[src/rtl/tank_motion_ctrl_if.sv]
// rtl/tank_motion_ctrl_if.sv - VGA timing, button and sprite-position signals of the tank controller
interface tank_motion_ctrl_if;
  logic [9:0] Val_Row_In;
  logic [9:0] Val_Col_In;
  logic       Up;
  logic       Down;
  logic       Left;
  logic       Right;
  logic [9:0] Pos_X_Out;
  logic [9:0] Pos_Y_Out;
  logic       Pos_Update_Out;
  logic       Busy_Out;

  modport master (
    output Val_Row_In, Val_Col_In, Up, Down, Left, Right,
    input  Pos_X_Out, Pos_Y_Out, Pos_Update_Out, Busy_Out
  );

  modport slave (
    input  Val_Row_In, Val_Col_In, Up, Down, Left, Right,
    output Pos_X_Out, Pos_Y_Out, Pos_Update_Out, Busy_Out
  );
endinterface

[src/rtl/tank_motion_ctrl.sv]
// rtl/tank_motion_ctrl.sv - frame-synchronous tank sprite position controller
// Debounced buttons are sampled once per frame at end of active video; the new origin wraps at the screen edges.
module tank_motion_ctrl #(
  parameter int Pixels_Horiz    = 640,
  parameter int Pixels_Vert     = 480,
  parameter int Sprite_W        = 30,
  parameter int Sprite_H        = 60,
  parameter int Step            = 1,
  parameter int Debounce_Cycles = 50000
) (
  input  logic              Master_Clock_In,
  input  logic              Reset_N_In,
  tank_motion_ctrl_if.slave bus
);

  localparam logic [10:0] MAX_X   = 11'(Pixels_Horiz - Sprite_W);
  localparam logic [10:0] MAX_Y   = 11'(Pixels_Vert - Sprite_H);
  localparam logic [10:0] STEP    = 11'(Step);
  localparam logic [9:0]  X_RST   = 10'((Pixels_Horiz - Sprite_W) / 2);
  localparam logic [9:0]  Y_RST   = 10'((Pixels_Vert - Sprite_H) / 2);
  localparam logic [15:0] DB_LAST = 16'(Debounce_Cycles - 1);

  typedef enum logic [2:0] {
    S_IDLE,
    S_LATCH,
    S_CALC_X,
    S_CALC_Y,
    S_COMMIT
  } state_t;

  // Button vectors are ordered {Up, Down, Left, Right}.
  logic [3:0]  btn_raw;
  logic [3:0]  sync1_q;
  logic [3:0]  sync2_q;
  logic [3:0]  deb_q;
  logic [15:0] cnt_q [4];

  logic        match;
  logic        match_q;
  logic        tick;

  state_t      state_q,  state_d;
  logic [3:0]  snap_q,   snap_d;
  logic [9:0]  next_x_q, next_x_d;
  logic [9:0]  next_y_q, next_y_d;
  logic [9:0]  pos_x_q,  pos_x_d;
  logic [9:0]  pos_y_q,  pos_y_d;
  logic        upd_q,    upd_d;

  assign btn_raw = {bus.Up, bus.Down, bus.Left, bus.Right};

  always_ff @(posedge Master_Clock_In or negedge Reset_N_In) begin
    if (!Reset_N_In) begin
      sync1_q <= '0;
      sync2_q <= '0;
      deb_q   <= '0;
      for (int i = 0; i < 4; i++) cnt_q[i] <= '0;
    end else begin
      sync1_q <= btn_raw;
      sync2_q <= sync1_q;
      for (int i = 0; i < 4; i++) begin
        if (sync2_q[i] == deb_q[i]) begin
          cnt_q[i] <= '0;
        end else if (cnt_q[i] == DB_LAST) begin
          deb_q[i] <= sync2_q[i];
          cnt_q[i] <= '0;
        end else begin
          cnt_q[i] <= cnt_q[i] + 16'd1;
        end
      end
    end
  end

  // match_q resets high so a reset released during the match window does not fire a tick.
  assign match = (bus.Val_Row_In == 10'(Pixels_Horiz)) && (bus.Val_Col_In == 10'(Pixels_Vert));
  assign tick  = match && !match_q;

  always_ff @(posedge Master_Clock_In or negedge Reset_N_In) begin
    if (!Reset_N_In) match_q <= 1'b1;
    else             match_q <= match;
  end

  function automatic logic [9:0] axis_next(input logic [9:0] pos, input logic inc,
                                           input logic dec, input logic [10:0] max);
    logic [10:0] sum;
    sum = {1'b0, pos} + STEP;
    if (inc && !dec)      return (sum > max) ? 10'd0 : sum[9:0];
    else if (dec && !inc) return ({1'b0, pos} < STEP) ? max[9:0] : pos - STEP[9:0];
    else                  return pos;
  endfunction

  always_ff @(posedge Master_Clock_In or negedge Reset_N_In) begin
    if (!Reset_N_In) begin
      state_q  <= S_IDLE;
      snap_q   <= '0;
      next_x_q <= '0;
      next_y_q <= '0;
      pos_x_q  <= X_RST;
      pos_y_q  <= Y_RST;
      upd_q    <= 1'b0;
    end else begin
      state_q  <= state_d;
      snap_q   <= snap_d;
      next_x_q <= next_x_d;
      next_y_q <= next_y_d;
      pos_x_q  <= pos_x_d;
      pos_y_q  <= pos_y_d;
      upd_q    <= upd_d;
    end
  end

  always_comb begin
    state_d  = state_q;
    snap_d   = snap_q;
    next_x_d = next_x_q;
    next_y_d = next_y_q;
    pos_x_d  = pos_x_q;
    pos_y_d  = pos_y_q;
    upd_d    = 1'b0;
    case (state_q)
      S_IDLE: begin
        if (tick) state_d = S_LATCH;
      end
      S_LATCH: begin
        snap_d  = deb_q;
        state_d = S_CALC_X;
      end
      S_CALC_X: begin
        next_x_d = axis_next(pos_x_q, snap_q[0], snap_q[1], MAX_X);
        state_d  = S_CALC_Y;
      end
      S_CALC_Y: begin
        next_y_d = axis_next(pos_y_q, snap_q[2], snap_q[3], MAX_Y);
        state_d  = S_COMMIT;
      end
      S_COMMIT: begin
        pos_x_d = next_x_q;
        pos_y_d = next_y_q;
        upd_d   = 1'b1;
        state_d = S_IDLE;
      end
      default: state_d = S_IDLE;
    endcase
  end

  // Busy also covers the publish cycle so the whole update window is visible downstream.
  assign bus.Pos_X_Out      = pos_x_q;
  assign bus.Pos_Y_Out      = pos_y_q;
  assign bus.Pos_Update_Out = upd_q;
  assign bus.Busy_Out       = (state_q != S_IDLE) || upd_q;

endmodule

[src/flat_wrapper.sv]
// flat-port wrapper written by rule: the top's interface ports become plain ports
module tank_motion_ctrl_flat 
#(
  parameter int Pixels_Horiz    = 640,
  parameter int Pixels_Vert     = 480,
  parameter int Sprite_W        = 30,
  parameter int Sprite_H        = 60,
  parameter int Step            = 1,
  parameter int Debounce_Cycles = 50000
)
  (Master_Clock_In, Reset_N_In, bus_Val_Row_In, bus_Val_Col_In, bus_Up, bus_Down, bus_Left, bus_Right, bus_Pos_X_Out, bus_Pos_Y_Out, bus_Pos_Update_Out, bus_Busy_Out);
  tank_motion_ctrl_if bus_i ();
  input  logic Master_Clock_In;
  input  logic Reset_N_In;
  input wire logic [$bits(bus_i.Val_Row_In)-1:0] bus_Val_Row_In;
  input wire logic [$bits(bus_i.Val_Col_In)-1:0] bus_Val_Col_In;
  input wire logic [$bits(bus_i.Up)-1:0] bus_Up;
  input wire logic [$bits(bus_i.Down)-1:0] bus_Down;
  input wire logic [$bits(bus_i.Left)-1:0] bus_Left;
  input wire logic [$bits(bus_i.Right)-1:0] bus_Right;
  output wire logic [$bits(bus_i.Pos_X_Out)-1:0] bus_Pos_X_Out;
  output wire logic [$bits(bus_i.Pos_Y_Out)-1:0] bus_Pos_Y_Out;
  output wire logic [$bits(bus_i.Pos_Update_Out)-1:0] bus_Pos_Update_Out;
  output wire logic [$bits(bus_i.Busy_Out)-1:0] bus_Busy_Out;
  assign bus_i.Val_Row_In = bus_Val_Row_In;
  assign bus_i.Val_Col_In = bus_Val_Col_In;
  assign bus_i.Up = bus_Up;
  assign bus_i.Down = bus_Down;
  assign bus_i.Left = bus_Left;
  assign bus_i.Right = bus_Right;
  assign bus_Pos_X_Out = bus_i.Pos_X_Out;
  assign bus_Pos_Y_Out = bus_i.Pos_Y_Out;
  assign bus_Pos_Update_Out = bus_i.Pos_Update_Out;
  assign bus_Busy_Out = bus_i.Busy_Out;
  tank_motion_ctrl #(.Pixels_Horiz(Pixels_Horiz), .Pixels_Vert(Pixels_Vert), .Sprite_W(Sprite_W), .Sprite_H(Sprite_H), .Step(Step), .Debounce_Cycles(Debounce_Cycles)) u_core (.Master_Clock_In(Master_Clock_In), .Reset_N_In(Reset_N_In), .bus(bus_i));
endmodule
[config.mk]
export PLATFORM = sky130hd
export DESIGN_NAME = tank_motion_ctrl_flat
export DESIGN_NICKNAME = d
export VERILOG_FILES = /design/src/rtl/tank_motion_ctrl_if.sv /design/src/rtl/tank_motion_ctrl.sv /design/src/flat_wrapper.sv
export SDC_FILE = /design/constraint.sdc
export NUM_CORES = 1
export LEC_CHECK = 0
export BUFFER_PORTS_ARGS = -buffer_cell sky130_fd_sc_hd__buf_4
export CAP_MARGIN = 20
export CELL_PAD_IN_SITES_DETAIL_PLACEMENT = 1
export CELL_PAD_IN_SITES_GLOBAL_PLACEMENT = 1
export CORE_MARGIN = 1
export CORE_UTILIZATION = 25
export DETAILED_ROUTE_END_ITERATION = 16
export GPL_TIMING_DRIVEN = 0
export PLACE_DENSITY = 0.58
export SYNTH_ARGS = -nofsm -noshare
export SYNTH_HDL_FRONTEND = slang
export SYNTH_SLANG_ARGS = --single-unit
export TNS_END_PERCENT = 50
[constraint.sdc]
create_clock -name Master_Clock_In -period 2.1 [get_ports Master_Clock_In]
set_input_delay 0.105 -clock Master_Clock_In [delete_from_list [all_inputs] [get_ports Master_Clock_In]]
set_output_delay 0.105 -clock Master_Clock_In [all_outputs]
set_load 0.01 [all_outputs]
==> key figures <==
Yosys
  • Sequential area share after synthesis: 0.4826
  • Netlist cell types: approximately 60
  • Synthesized area per cell: ~9.6 um2
  • Post-synth net total: between 700 and 800
  • Synth Instances: about 680
  • Yosys warns: 0
  • Asr flop ratio synth: 1.000
  • Mapped cell area: about 0.0065 mm2
  • Top_reg_cell synth: dfrtp_1
  • Post-synth EDFFs: 0
  • FF+latch count, synth: roughly 130

GRT
  • Initial antenna violation count: 0
  • Largest net degree at the start of global routing: 90
  • Vias in the first global route: around 5600
  • Total Routing Usage GR: 0.1343
  • Top Usage Layer GRT: met2
  • Met3 usage: 0.03631
  • Global routing met2 resource utilization: 0.2151
  • First-pass GRT wire length: around 28000 um
  • Congestion Overflow GR: 0
  • Met1 GRT Util: 0.1778

Drt
  • Post-Route WL: 17450 um
  • Vias: between 5000 and 6000
  • Antenna Nets Post-Route: 0
  • Pre-Repair DR Iteration Count: 4
  • Via density: between 4 and 5
  • Iteration-0 DRC Markers: 238
  • Number of remaining DRC errors: 0
  • WL/cell: 15.58 um

Power
  • Leakage: between 3 and 4 nW
  • Pwr per Cell Area: between 800 and 900 mW/mm2
  • Tot Pwr: approximately 7.3 mW
  • Max VDD drop: 597.3 uV

Run status
  • Outcome: complete, but fails checks
  • Failing checks: negative setup slack

Floorplan
  • Die Area: 0.02667 mm2
  • Area of the core: approximately 0.025 mm2
  • IO Count: 48
  • Row Count: 58
  • Die Span X: about 160 um
  • Initial Util: 0.2568
  • Die Y: about 160 um

Worst setup path
  • Worst Path Required: about 2400 ps
  • CP Max Fanout: 7
  • Nature of the critical path endpoint: flop
  • CP Data Arrival Time: 2560 ps
  • Startpoint Class: flop
  • Setup CP Type: reg2reg

Cells and area
  • Design area: 0.008643 mm2
  • Area growth from synthesis to layout: 32.87%
  • Share of layout cells above drive strength 1: 0.2684
  • Nets: 812
  • Number of diodes: 0

Job
  • Max-cap viol count: 0

Clock tree
  • Clock buffer count from CTS: 17
  • Sink Count: 125
  • Clock tree buffer depth: 2
  • Clock transition at the registers of the reported paths: 60 ps
  • H-tree depth: 4
  • CTS tree: yes
  • CTS Root Cell: clkbuf_16
  • Clk_lat worst skew: between 400 and 500 ps

Placement
  • DP Area: 0.007321 mm2
  • Post-Place Worst Slack: -450.7 ps
  • Hpwl dp: roughly 11000 um
  • RePlAce Congestion: around 0.76
  • Port Buffers: between 40 and 50

Timing
  • Max Slew Vio Count: 0
  • Final Hold Viols: 0
  • Tcrit/Tclk final: 1.078
  • PnR worst setup slack: -164.7 ps
  • Maximum clock rate: between 0.4 and 0.5 GHz
  • Worst Skew: between 10 and 15 ps
  • Setup TNS: -1243 ps
  • Relative max-transition margin: 0.4569
  • RSZ-0062 raised after global routing: true
  • Worst slew pin tran: between 800 and 900 ps
  • Min Tclk post-route: 2265 ps
  • Setup violators final: 10

Worst hold path
  • Hold Path Class: in2reg
final timing paths:
path,end,cells after the start,start,slack (ps)
setup / recovery,u_core.next_x_q[3],9,u_core.bus.Pos_X_Out[0],-160
hold / removal,u_core.state_q[0],5,bus_Val_Row_In[8],120
setup reg to reg,u_core.next_x_q[3],9,u_core.bus.Pos_X_Out[0],-160
hold reg to reg,u_core.sync2_q[2],0,u_core.sync1_q[2],350
max in group asynchronous,u_core.bus.Pos_X_Out[4],3,Reset_N_In,1150
min in group asynchronous,u_core.cnt_q[25],2,Reset_N_In,150
metal layers:
| layer | part of all wire | vias to the layer above |
|---|---|---|
| li1 | - | 2566 |
| met1 | 0.47 | 2630 |
| met2 | 0.49 | 50 |
| met3 | 0.032 | 19 |
| met4 | 0.011 | 0 |
| met5 | 0 | - |
synthesized netlist by cell type (6+ instances only):
cell type,instances,area share
or4_1,6,0.0069
dfstp_2,9,0.036
nand2b_1,8,0.0077
mux2_2,22,0.038
or3_1,6,0.0058
nor3_1,19,0.015
nor2_1,97,0.056
xor2_1,43,0.058
a22oi_1,7,0.0081
and3_1,21,0.020
xnor2_1,40,0.054
nand4_1,20,0.019
o31ai_1,10,0.012
dfrtp_1,116,0.45
a21oi_1,16,0.012
o21ai_0,25,0.019
nand2_1,63,0.036
clkbuf_1,23,0.013
nand3_1,26,0.020
ha_1,9,0.017
inv_1,14,0.0081
power breakdown:
group | switching (mW) | internal (mW)
clock | 1.11 | 2.17
sequential | 0.161 | 2.57
combinational | 0.746 | 0.543
total | 2.02 | 5.28
critical path, cell delays in order, from the launching register on:
cell and delay (ps):
dfstp_2 600, buf_6 160, buf_6 100, nand3_4 50
or4b_4 480, a32oi_2 250, a211oi_2 100, a21oi_4 150
buf_12 160, o311ai_2 80
timing repair:
item / in CTS / in global routing
resized for setup: 43 / 45
endpoints found under the hold margin: 41 / 0
cloned: 0 / 1
pin swaps: 11 / 13
setup endpoints to repair: 29 / 46
hold buffers: 13 / 0
buffers inserted: 12 / 19
sequential cells by signal (all words and copies together) (netlist names):
signal                     cells
u_core.sync2_q                 4
u_core.snap_q                  4
u_core.deb_q                   4
u_core.next_x_q               10
u_core.sync1_q                 4
u_core.match_q                 1
u_core.cnt_q                  64
u_core.bus.Pos_Update_Out      1
u_core.bus.Pos_X_Out          10
u_core.bus.Pos_Y_Out          10
u_core.state_q                 3
u_core.next_y_q               10
cells in the final DEF (no fill, tap or decap), types with 6 or more instances in the layout:
master | Yosys | final
a21oi_1 | 16 | 13
xnor2_1 | 40 | 40
dfstp_2 | 9 | 9
a22oi_1 | 7 | 6
clkbuf_1 | 23 | 11
dlygate4sd3_1 | 0 | 11
nand2b_1 | 8 | 7
nand3_1 | 26 | 24
and3_1 | 21 | 21
o21ai_0 | 25 | 21
dfrtp_1 | 116 | 114
nor3_1 | 19 | 15
mux2_2 | 22 | 22
xor2_1 | 43 | 43
nor2_1 | 97 | 96
clkbuf_16 | 0 | 17
buf_6 | 1 | 6
or4_4 | 0 | 6
buf_4 | 1 | 74
nand4_1 | 20 | 20
clkbuf_2 | 2 | 8
nand2_1 | 63 | 61
inv_1 | 14 | 12
layout make-up:
cell class	instances	area, um2
Clock inverter	10	186.4
Inverter	14	57.56
Clock buffer	22	464.2
Timing Repair Buffer	90	754.5
Multi-Input combinational cell	504	3486
Buffer	25	140.1
Tap cell	330	412.9
Fill cell	2864	16680
Sequential cell	125	3142
cell families (layout without fill, tap and decap cells):
logic type      Yosys count  after routing  synth area share
compound gates           88             88           0.09002
xor+xnor                 83             83            0.1118
fa+ha+maj                 9              9           0.01731
buf+inv                  47            161           0.03020
flops                   125            125            0.4826
mux                      23             23           0.03962
simple gates            301            301            0.2285
metrics by stage:
stage	util	hold WS, ps	std cells
6_report	0.3413	120.1	1120
2_1_floorplan	-	-190.6	676
3_5_place_dp	0.2891	41.67	1054
4_1_cts	0.3304	101.6	1109
3_3_place_gp	0.2878	216.2	1053
5_1_grt	0.3413	147.8	1120
Note: power is estimated with default switching activity, not from simulation.
